===== src/rtl/crc_arbiter.sv =====
// Two-requester front end for a shared CRC engine. One frame in flight at a time:
// round-robin grant, registered word forwarding, then wait for the engine result
// (or a timeout) and return it to the granted requester.
module crc_arbiter #(
    parameter int unsigned TIMEOUT_CYC = 20
) (
    input  logic        clk_i,
    input  logic        rst_i,
    input  logic [63:0] req_data_i,
    input  logic [63:0] req_poly_i,
    input  logic [1:0]  req_valid_i,
    input  logic [1:0]  req_last_i,
    output logic [1:0]  req_ready_o,
    output logic [31:0] eng_data_o,
    output logic [31:0] eng_poly_o,
    output logic        eng_valid_o,
    output logic        eng_last_o,
    input  logic [31:0] eng_crc_i,
    input  logic        eng_crc_valid_i,
    output logic [31:0] rsp_crc_o,
    output logic        rsp_valid_o,
    output logic        rsp_id_o,
    output logic        rsp_timeout_o,
    output logic        busy_o
);

    localparam int unsigned CntW = (TIMEOUT_CYC > 1) ? $clog2(TIMEOUT_CYC) : 1;

    typedef enum logic [1:0] {StIdle, StStream, StWaitCrc, StResp} state_t;

    state_t          r_state;
    state_t          w_state_next;
    logic            r_grant;
    logic            r_last_grant;
    logic            r_poly_pend;
    logic [CntW-1:0] r_cnt;
    logic [31:0]     r_eng_data;
    logic [31:0]     r_eng_poly;
    logic            r_eng_valid;
    logic            r_eng_last;
    logic [31:0]     r_rsp_crc;
    logic            r_rsp_id;
    logic            r_rsp_timeout;

    logic [31:0]     w_data;
    logic [31:0]     w_poly;
    logic            w_last;
    logic            w_accept;
    logic            w_timeout;
    logic            w_new_grant;

    assign w_data      = r_grant ? req_data_i[63:32] : req_data_i[31:0];
    assign w_poly      = r_grant ? req_poly_i[63:32] : req_poly_i[31:0];
    assign w_last      = req_last_i[r_grant];
    assign w_accept    = (r_state == StStream) && req_valid_i[r_grant];
    assign w_timeout   = (r_cnt == CntW'(TIMEOUT_CYC - 1));
    // On a tie the requester that was not served last wins.
    assign w_new_grant = (req_valid_i == 2'b11) ? ~r_last_grant : req_valid_i[1];

    // State register.
    always_ff @(posedge clk_i) begin
        if (rst_i) begin
            r_state <= StIdle;
        end else begin
            r_state <= w_state_next;
        end
    end

    // Next-state logic and handshake/status outputs.
    always_comb begin
        w_state_next = r_state;
        req_ready_o  = 2'b00;
        unique case (r_state)
            StIdle: begin
                if (|req_valid_i) w_state_next = StStream;
            end
            StStream: begin
                req_ready_o = r_grant ? 2'b10 : 2'b01;
                if (w_accept && w_last) w_state_next = StWaitCrc;
            end
            StWaitCrc: begin
                if (eng_crc_valid_i || w_timeout) w_state_next = StResp;
            end
            StResp: begin
                w_state_next = StIdle;
            end
            default: w_state_next = StIdle;
        endcase
    end

    // Grant, word forwarding, wait counter and response capture.
    always_ff @(posedge clk_i) begin
        if (rst_i) begin
            r_grant       <= 1'b0;
            r_last_grant  <= 1'b1;
            r_poly_pend   <= 1'b0;
            r_cnt         <= '0;
            r_eng_data    <= '0;
            r_eng_poly    <= '0;
            r_eng_valid   <= 1'b0;
            r_eng_last    <= 1'b0;
            r_rsp_crc     <= '0;
            r_rsp_id      <= 1'b0;
            r_rsp_timeout <= 1'b0;
        end else begin
            r_eng_valid <= w_accept;
            if (r_state == StIdle && |req_valid_i) begin
                r_grant     <= w_new_grant;
                r_poly_pend <= 1'b1;
            end
            if (w_accept) begin
                r_eng_data <= w_data;
                r_eng_last <= w_last;
                // Polynomial is taken from the first word only and held for the frame.
                if (r_poly_pend) begin
                    r_eng_poly  <= w_poly;
                    r_poly_pend <= 1'b0;
                end
            end
            if (r_state == StWaitCrc) begin
                r_cnt <= r_cnt + 1'b1;
            end else begin
                r_cnt <= '0;
            end
            // A real result beats a timeout landing in the same cycle.
            if (r_state == StWaitCrc) begin
                if (eng_crc_valid_i) begin
                    r_rsp_crc     <= eng_crc_i;
                    r_rsp_timeout <= 1'b0;
                    r_rsp_id      <= r_grant;
                end else if (w_timeout) begin
                    r_rsp_crc     <= '0;
                    r_rsp_timeout <= 1'b1;
                    r_rsp_id      <= r_grant;
                end
            end
            if (r_state == StResp) r_last_grant <= r_grant;
        end
    end

    assign eng_data_o    = r_eng_data;
    assign eng_poly_o    = r_eng_poly;
    assign eng_valid_o   = r_eng_valid;
    assign eng_last_o    = r_eng_last;
    assign rsp_crc_o     = r_rsp_crc;
    assign rsp_id_o      = r_rsp_id;
    assign rsp_timeout_o = r_rsp_timeout;
    assign rsp_valid_o   = (r_state == StResp);
    assign busy_o        = (r_state != StIdle);

endmodule


===== config.mk =====
export PLATFORM = sky130hd
export DESIGN_NAME = crc_arbiter
export DESIGN_NICKNAME = d
export VERILOG_FILES = /design/src/rtl/crc_arbiter.sv
export SDC_FILE = /design/constraint.sdc
export NUM_CORES = 1
export LEC_CHECK = 0
export BUFFER_PORTS_ARGS = -buffer_cell sky130_fd_sc_hd__buf_2
export CORE_ASPECT_RATIO = 1.2
export CORE_MARGIN = 2
export CORE_UTILIZATION = 40
export CTS_CLUSTER_DIAMETER = 60
export DETAILED_ROUTE_END_ITERATION = 7
export PLACE_DENSITY = 0.79
export SYNTH_ARGS = -nofsm -noshare
export SYNTH_HDL_FRONTEND = slang
export SYNTH_SLANG_ARGS = --single-unit

===== constraint.sdc =====
create_clock -name clk_i -period 2.4 [get_ports clk_i]
set_input_delay 0.48 -clock clk_i [delete_from_list [all_inputs] [get_ports clk_i]]
set_output_delay 0.48 -clock clk_i [all_outputs]
set_load 0.05 [all_outputs]

After elaboration in Yosys (flattened, before gate mapping)
Index checks and enable logic that the tools add are counted.
- flip-flop bits (word level): 110
- input port bits: 167
- output and inout bits: 104
- word-level logic and storage cells: 58
- add/subtract/negate cells: 1
- $lt $le $gt $ge: 1
- equal/unequal tests: 8
- multiplexer cells: 22
- bitwise gates (word level): 2
- reductions and logical operators: 12
- operators with widths (operator ; number):
    $mux 32 ; 4
    $mux 1 ; 12
    $mux 2 ; 5
    $pmux 2 s4 ; 1
    $eq 2x2->1 const B ; 3
    $add 5x1->5 const B ; 1
    $eq 5x5->1 const B ; 1
    $ne 2x2->1 const B ; 2
    $reduce_and 2->1 ; 2
    $reduce_bool 2->1 ; 2
    $reduce_or 2->1 ; 2
    $logic_and 1x1->1 ; 3
    $reduce_and 3->1 ; 1
    $eq 2x1->1 const B ; 1
    $logic_not 2->1 ; 1
    $lt 1x2->1 const B ; 1
    $ne 2x1->1 const B ; 1
    $not 1->1 ; 2
    $logic_or 1x1->1 ; 1

Longest topological paths before layout
Gate-level depths: netlist of the first run.
- depth in word-level cells: 6
- mapped depth: 7
- mapped depth without buffers: 6

Worst setup path before layout of the first run
Ideal clock, no wire load.
- path kind: reg-to-output
- start: reg r_grant
- end: out req_ready_o[0]
- arrival time: 1.398 ns
- required time: 1.920 ns
- path slack: 0.522 ns
- cell stages (with the launch flop): 4
- buffers on the path: 2
- cells stage by stage: dfxtp_1 buf_2 buf_1 nor2b_1
- word-level cells in the longest chain between the ends: 2
- RTL lines (element ; line ; text):
    start, declared ; 33 ; logic r_grant;
    start signal, assigned ; 108 ; r_grant <= w_new_grant;
    $mux 2 ; 78 ; req_ready_o = r_grant ? 2'b10 : 2'b01;
    $mux 2 ; 73 ; unique case (r_state)
    end, declared ; 13 ; output logic [1:0] req_ready_o,
Every way passes these cells.

Worst setup path in the final report of the first run
- start: reg r_state[0]
- end: reg r_rsp_crc[29] (netlist: rsp_crc_o[29])
- word-level cells in the longest chain between the ends: 2
- RTL lines (element ; line ; text):
    start, declared ; 31 ; state_t r_state;
    start signal, assigned ; 63 ; r_state <= StIdle;
    start signal, assigned ; 65 ; r_state <= w_state_next;
    $eq 2x2->1 ; 126 ; if (r_state == StWaitCrc) begin
    $reduce_and 2->1 (no source line) ; n/a ;
    end signal, assigned ; 128 ; r_rsp_crc <= eng_crc_i;
    end, declared ; 41 ; logic [31:0] r_rsp_crc;
Every way passes these cells.
A chain may end at the register's enable or synchronous reset.

==> results of run 1 <==
==> per-layer routing <==
metal,vias to the layer above,GRT usage [%]
li1,2166,-
met1,1905,21.6
met2,187,34.2
met3,19,4.28
met4,0,7.45
met5,-,0
==> cell type report <==
type | instances | area, µm²
timing repair buffer | 277 | 1440
sequential | 110 | 2210
clock buffer | 10 | 229
fill | 967 | 4750
clock inverter | 6 | 76.3
inverter | 5 | 18.8
tap | 132 | 165
multi-input combinational | 308 | 2100
==> synth_stat cells, types with 2 or more instances <==
master    number  area [µm²]
dfxtp_1      110        2200
nor2_1       105         394
mux2i_1       68         681
a211oi_1      66         495
a22oi_1       32         240
buf_2         21         105
clkbuf_1      16        60.1
ha_1           6        75.1
inv_1          5        18.8
nand2_1        5        18.8
a21oi_1        3        15.0
and2_1         3        18.8
buf_4          3        22.5
nand3_1        3        15.0
nor2b_1        2        12.5
nor3_1         2        10.0
xor2_1         2        17.5
==> metrics by stage <==
step	setup WS (ps)	cell area, µm²
floorplan	522	4500
global placement	523	5930
detailed placement	323	5930
CTS	304	6240
global route	42.6	6240
finish	281	6240
==> path summary, 6_finish.rpt <==
check        slack, ps  cells past startpoint                          to
max                280                      5  rsp_crc_o[29]$_SDFFE_PP0P_
min reg2reg        450                      1         r_cnt[0]$_SDFF_PP0_
max reg2reg        280                      5  rsp_crc_o[29]$_SDFFE_PP0P_
min                370                      3  rsp_crc_o[27]$_SDFFE_PP0P_
==> power by group <==
part	switching (µW)	internal, µW	leakage (µW)
clock	669	828	0.000150
sequential	153	2130	0.000895
combinational	1820	749	0.00180
==> worst max-delay path: cells and delay by family, from the launching register on <==
kind | cells | cell delay (ps)
AO/OA/AOI/OAI | 1 | 170
adder cells (fa/ha/maj) | 1 | 310
buffers and inverters | 1 | 110
flip-flops | 1 | 350
AND/OR/NAND/NOR | 2 | 1120
==> flip-flops by register name (all words and copies together), names as in the netlist, 2 cells and up <==
register / count
rsp_crc_o: 32
r_cnt: 5
r_state: 2
eng_data_o: 32
eng_poly_o: 32
==> kinds of logic (layout without fill, tap and decap cells) <==
kind of cell,after synthesis,after routing,share of synthesized area [%]
AND/OR/NAND/NOR,124,124,11.2
multiplexers,68,68,15.1
AO/OA/AOI/OAI,107,107,17.8
flip-flops,110,110,48.9
XOR/XNOR,3,3,0.584
adder cells (fa/ha/maj),6,6,1.67
buffers and inverters,46,298,4.67
==> metrics.md, run 1 <==
| Metric | Value |
|---|---|
| I/O Buffers | `270` |
| VDD IR max | `around 0.43 mV` |
| Synth Cell Area | `between 4000 and 5000 µm²` |
| Initial antenna violation count | `0` |
| P&R area growth vs syn | `38.6%` |
| Layout Utilization | `56.8%` |
| Placed Cells | `around 830` |
| Worst Path Required | `2670 ps` |
| Routed WL per cell | `roughly 14 µm` |
| Grt total ovfl | `0` |
| TritonCTS clock tree | `done` |
| Setup TNS | `0 ps` |
| Nets@finish | `884` |
| Max layer used | `met4` |
| Most frequent cells in the layout | `buf_2, dfxtp_1, nor2_1` |
| GRT Util Overall | `19.0%` |
| Dpl hpwl | `between 9000 and 10,000 µm` |
| Relative slew slack | `22.8%` |
| Core area | `between 10,000 and 15,000 µm²` |
| M1 wire length | `~4800 µm` |
| Final WL | `12,000 µm` |
| Post-synth EDFFs | `0` |
| Postcts setup bufs | `0` |
| Top Ports | `roughly 270` |
| Gate Count Post-Synth | `between 400 and 500` |
| Setup crit end kind | `register` |
| Worst path max stage delay | `between 900 and 1000 ps` |
| Status | `completed` |
| Fmax | `approximately 470 MHz` |
| First-pass GRT wire length | `between 15,000 and 20,000 µm` |
| Die X | `approximately 100 µm` |
| WS Path Type | `reg2reg` |
| Slew Limit Fails | `0` |
| Die area | `~12,000 µm²` |
| FFs w/ async S/R, synth | `0%` |
| Initial core utilization | `41.0%` |
| Fin. Hold Viols | `0` |
| Worst Hold Class | `in2reg` |
| Overall power | `between 6000 and 7000 µW` |
| # DRC | `0` |
| Slew @ Worst Pin | `1160 ps` |
| Cts hold-fix bufs | `0` |
| Routed via count | `between 4,000 and 5,000` |
| GP Congestion | `a little under 0.8` |
| Largest net degree at the start of global routing | `slightly below 70` |
| WP data arrival | `around 2400 ps` |
| Number of global-route vias before repair | `3,929` |
| 1st-pass router iterations | `4` |
| Final setup violation count | `0` |
| Dominant synthesized flop cell | `dfxtp_1` |
| Skew final | `approximately 9.0 ps` |
| P_leak | `between 0.002 and 0.003 µW` |
| Worst hold margin | `between 300 and 400 ps` |
| CP Max Fanout | `33` |
| Syn Nets | `637` |
| Synth Area per Inst | `around 9.7 µm²` |
| Vias/cell | `about 5.0` |
| Most common cell after layout, fill and taps aside | `buf_2` |
| Clock Sinks | `between 100 and 150` |
| Max-cap viol count | `0` |
| Share of cells above drive strength 1 | `between 40% and 50%` |
| # H-tree levels | `3` |
| #FFs+latches synth | `110` |
| Startpoint types | `register` |
| Synth cell types | `29` |
| Ant. Diodes | `0` |
| RR Startpoint | `r_state[0]$_SDFFE_PP0P_` |
| Crit path from | `r_state[0]$_SDFFE_PP0P_` |
| Clk buf depth | `2` |
| Cts repair resizes | `0` |
| DR iter-0 viols | `130` |
| Clk_lat worst skew | `roughly 340 ps` |
| Tcrit/Tclk final | `approximately 90%` |
| Yosys warns | `0` |
| RSZ-0062 raised after global routing | `no` |
| Crit path cell chain | `inv_1 -> ha_1 -> and2_1 -> a22oi_1 -> nor2_1` |
| Root Buffer | `clkbuf_16` |
| Die Y | `~120 µm` |
| Count of antenna-violating nets left after detailed routing | `0` |
| Num rows | `42` |
| Worst hold start | `eng_crc_i[27]` |
| Cell Count, Final, Fillers Out | `about 850` |
| Sequential share of the synthesized area | `48.9%` |
| TritonCTS Buffers | `9` |
| Pwr dens | `1020 nW/µm²` |
| Met3 Wirelength | `around 960 µm` |
| Wire length on met2 | `slightly above 6000 µm` |
| CTS clock-pin slew for the worst setup and hold paths | `70 ps` |
| Slowest-stage cell, CP | `and2_1` |
| Crit path time final | `around 2100 ps` |
Note: power is estimated with default switching activity, not from simulation.
==> run 2: changes to the inputs <==
--- a/config.mk
+++ b/config.mk
@@ -5,13 +5,14 @@
 export SDC_FILE = /design/constraint.sdc
 export NUM_CORES = 1
 export LEC_CHECK = 0
-export BUFFER_PORTS_ARGS = -buffer_cell sky130_fd_sc_hd__buf_2
+export BUFFER_PORTS_ARGS = -buffer_cell sky130_fd_sc_hd__buf_4
 export CORE_ASPECT_RATIO = 1.2
 export CORE_MARGIN = 2
 export CORE_UTILIZATION = 40
 export CTS_CLUSTER_DIAMETER = 60
 export DETAILED_ROUTE_END_ITERATION = 7
 export PLACE_DENSITY = 0.79
+export SETUP_SLACK_MARGIN = 0.3
 export SYNTH_ARGS = -nofsm -noshare
 export SYNTH_HDL_FRONTEND = slang
 export SYNTH_SLANG_ARGS = --single-unit
==> run 2 against run 1 <==
  * Design area up 11%
  * Setup slack better by 220 ps
  * Cell count up 0.12%
  * Clock skew down 0.84 ps
  * Sequential share of layout area down 3.4 points
  * Critical endpoint is now req_ready_o[0]
==> metrics.md, run 2 (synthesized netlist as in run 1, its figures left out) <==
| Metric | Value |
|---|---|
| Worst Path Required | `1920 ps` |
| I/O Buffers | `between 200 and 300` |
| Pwr dens | `approximately 950 nW/µm²` |
| WP data arrival | `about 1400 ps` |
| Die Y | `roughly 120 µm` |
| WS Path Type | `reg2out` |
| Clk_lat worst skew | `roughly 340 ps` |
| # H-tree levels | `3` |
| DR iter-0 viols | `between 150 and 200` |
| Final setup violation count | `0` |
| Grt total ovfl | `0` |
| Crit path time final | `approximately 1900 ps` |
| Core area | `11,000 µm²` |
| Vias/cell | `just over 5` |
| CTS clock-pin slew for the worst setup and hold paths | `~70 ps` |
| Setup TNS | `0 ps` |
| 1st-pass router iterations | `4` |
| Clock Sinks | `110` |
| Final WL | `12,700 µm` |
| Initial core utilization | `around two fifths` |
| Skew final | `8.15 ps` |
| Top Ports | `about 270` |
| Fmax | `about 530 MHz` |
| FF/Latch Area | `about 2200 µm²` |
| CP Max Fanout | `5` |
| Largest net degree at the start of global routing | `between 60 and 70` |
| Tcrit/Tclk final | `between 70% and 80%` |
| GRT Util Overall | `20.3%` |
| Die X | `101 µm` |
| Cts repair resizes | `1` |
| Area of placed instances | `around 6600 µm²` |
| Fin. Hold Viols | `0` |
| Fin area | `around 6900 µm²` |
| Startpoint types | `register` |
| Clk buf depth | `2` |
| VDD IR max | `0.459 mV` |
| Most frequent cells in the layout | `buf_4, dfxtp_1, nor2_1` |
| Relative slew slack | `between 50 and 60%` |
| Num rows | `42` |
| GP Congestion | `between 0.7 and 0.8` |
| Most common cell after layout, fill and taps aside | `buf_4` |
| Routed via count | `between 4,000 and 5,000` |
| RSZ-0062 raised after global routing | `no` |
| Ant. Diodes | `0` |
| Initial antenna violation count | `0` |
| Cts hold-fix bufs | `0` |
| P_leak | `slightly below 0.003 µW` |
| Root Buffer | `clkbuf_16` |
| Count of antenna-violating nets left after detailed routing | `0` |
| Setup crit end kind | `output pin` |
| Share of cells above drive strength 1 | `roughly two fifths` |
| Slew @ Worst Pin | `around 620 ps` |
| RR Startpoint | `r_state[1]$_SDFFE_PP0P_` |
| Die area | `about 12,000 µm²` |
| Routed WL per cell | `about 15 µm` |
| Slew Limit Fails | `0` |
| First-pass GRT wire length | `about 20,000 µm` |
| Postcts setup bufs | `0` |
| Number of global-route vias before repair | `around 4,100` |
| Dpl hpwl | `around 9700 µm` |
| Worst Hold Class | `in2reg` |
| Max-cap viol count | `0` |
| Status | `completed` |
| Crit path from | `r_state[1]$_SDFFE_PP0P_` |
| P&R area growth vs syn | `53.2%` |
| TritonCTS clock tree | `done` |
| # fillers | `roughly 920` |
| Layout Utilization | `a little over three fifths` |
| # DRC | `0` |
| Nets@finish | `slightly below 900` |
| Area of the multi-input gates | `between 2000 and 2500 µm²` |
| TritonCTS Buffers | `9` |
| Worst hold start | `eng_crc_i[12]` |
run 2: through the flow:
| step | hold WS [ps] | setup WS (ps) | power [µW] | cells |
|---|---|---|---|---|
| floorplan | 418 | 522 | 4270 | 464 |
| CTS | 356 | 477 | 6590 | 849 |
| detailed placement | 451 | 299 | 5180 | 833 |
| global route | 363 | 337 | 6860 | 849 |
| global placement | 431 | 500 | 5120 | 833 |
| finish | 370 | 498 | 6530 | 849 |
run 2: per-layer routing:
| metal | GRT usage, % | vias to the layer above | part of all wire (%) |
|---|---|---|---|
| met4 | 8.05 | 0 | 2.0 |
| met1 | 23.0 | 1958 | 38 |
| met5 | 0 | - | 0 |
| met2 | 36.5 | 186 | 52 |
| li1 | - | 2163 | - |
| met3 | 4.62 | 20 | 8.0 |
run 2: cell type report:
cell class / count / area share (%)
clock buffer: 10 / 3.32
clock inverter: 6 / 0.762
inverter: 5 / 0.272
multi-input combinational: 308 / 30.4
sequential: 110 / 32.0
tap: 132 / 2.40
timing repair buffer: 278 / 30.8
run 2: where the power goes:
| part | leakage, µW | internal [µW] | switching, µW |
|---|---|---|---|
| clock | 0.000138 | 722 | 677 |
| sequential | 0.000895 | 2130 | 175 |
| combinational | 0.00195 | 996 | 1820 |
run 2: path summary, 6_finish.rpt:
check	endpoint	slack, ps	cells past startpoint
hold reg to reg	r_cnt[0]$_SDFF_PP0_	460	1
hold / removal	rsp_crc_o[12]$_SDFFE_PP0P_	370	3
setup reg to reg	eng_data_o[31]$_SDFFE_PP0N_	510	6
setup / recovery	req_ready_o[0]	500	4
run 2: critical path, cell delays in order, from the launching register on:
cell     delay, ps
dfxtp_1        330
inv_1          130
ha_1           260
nor2b_1        160
buf_4          200
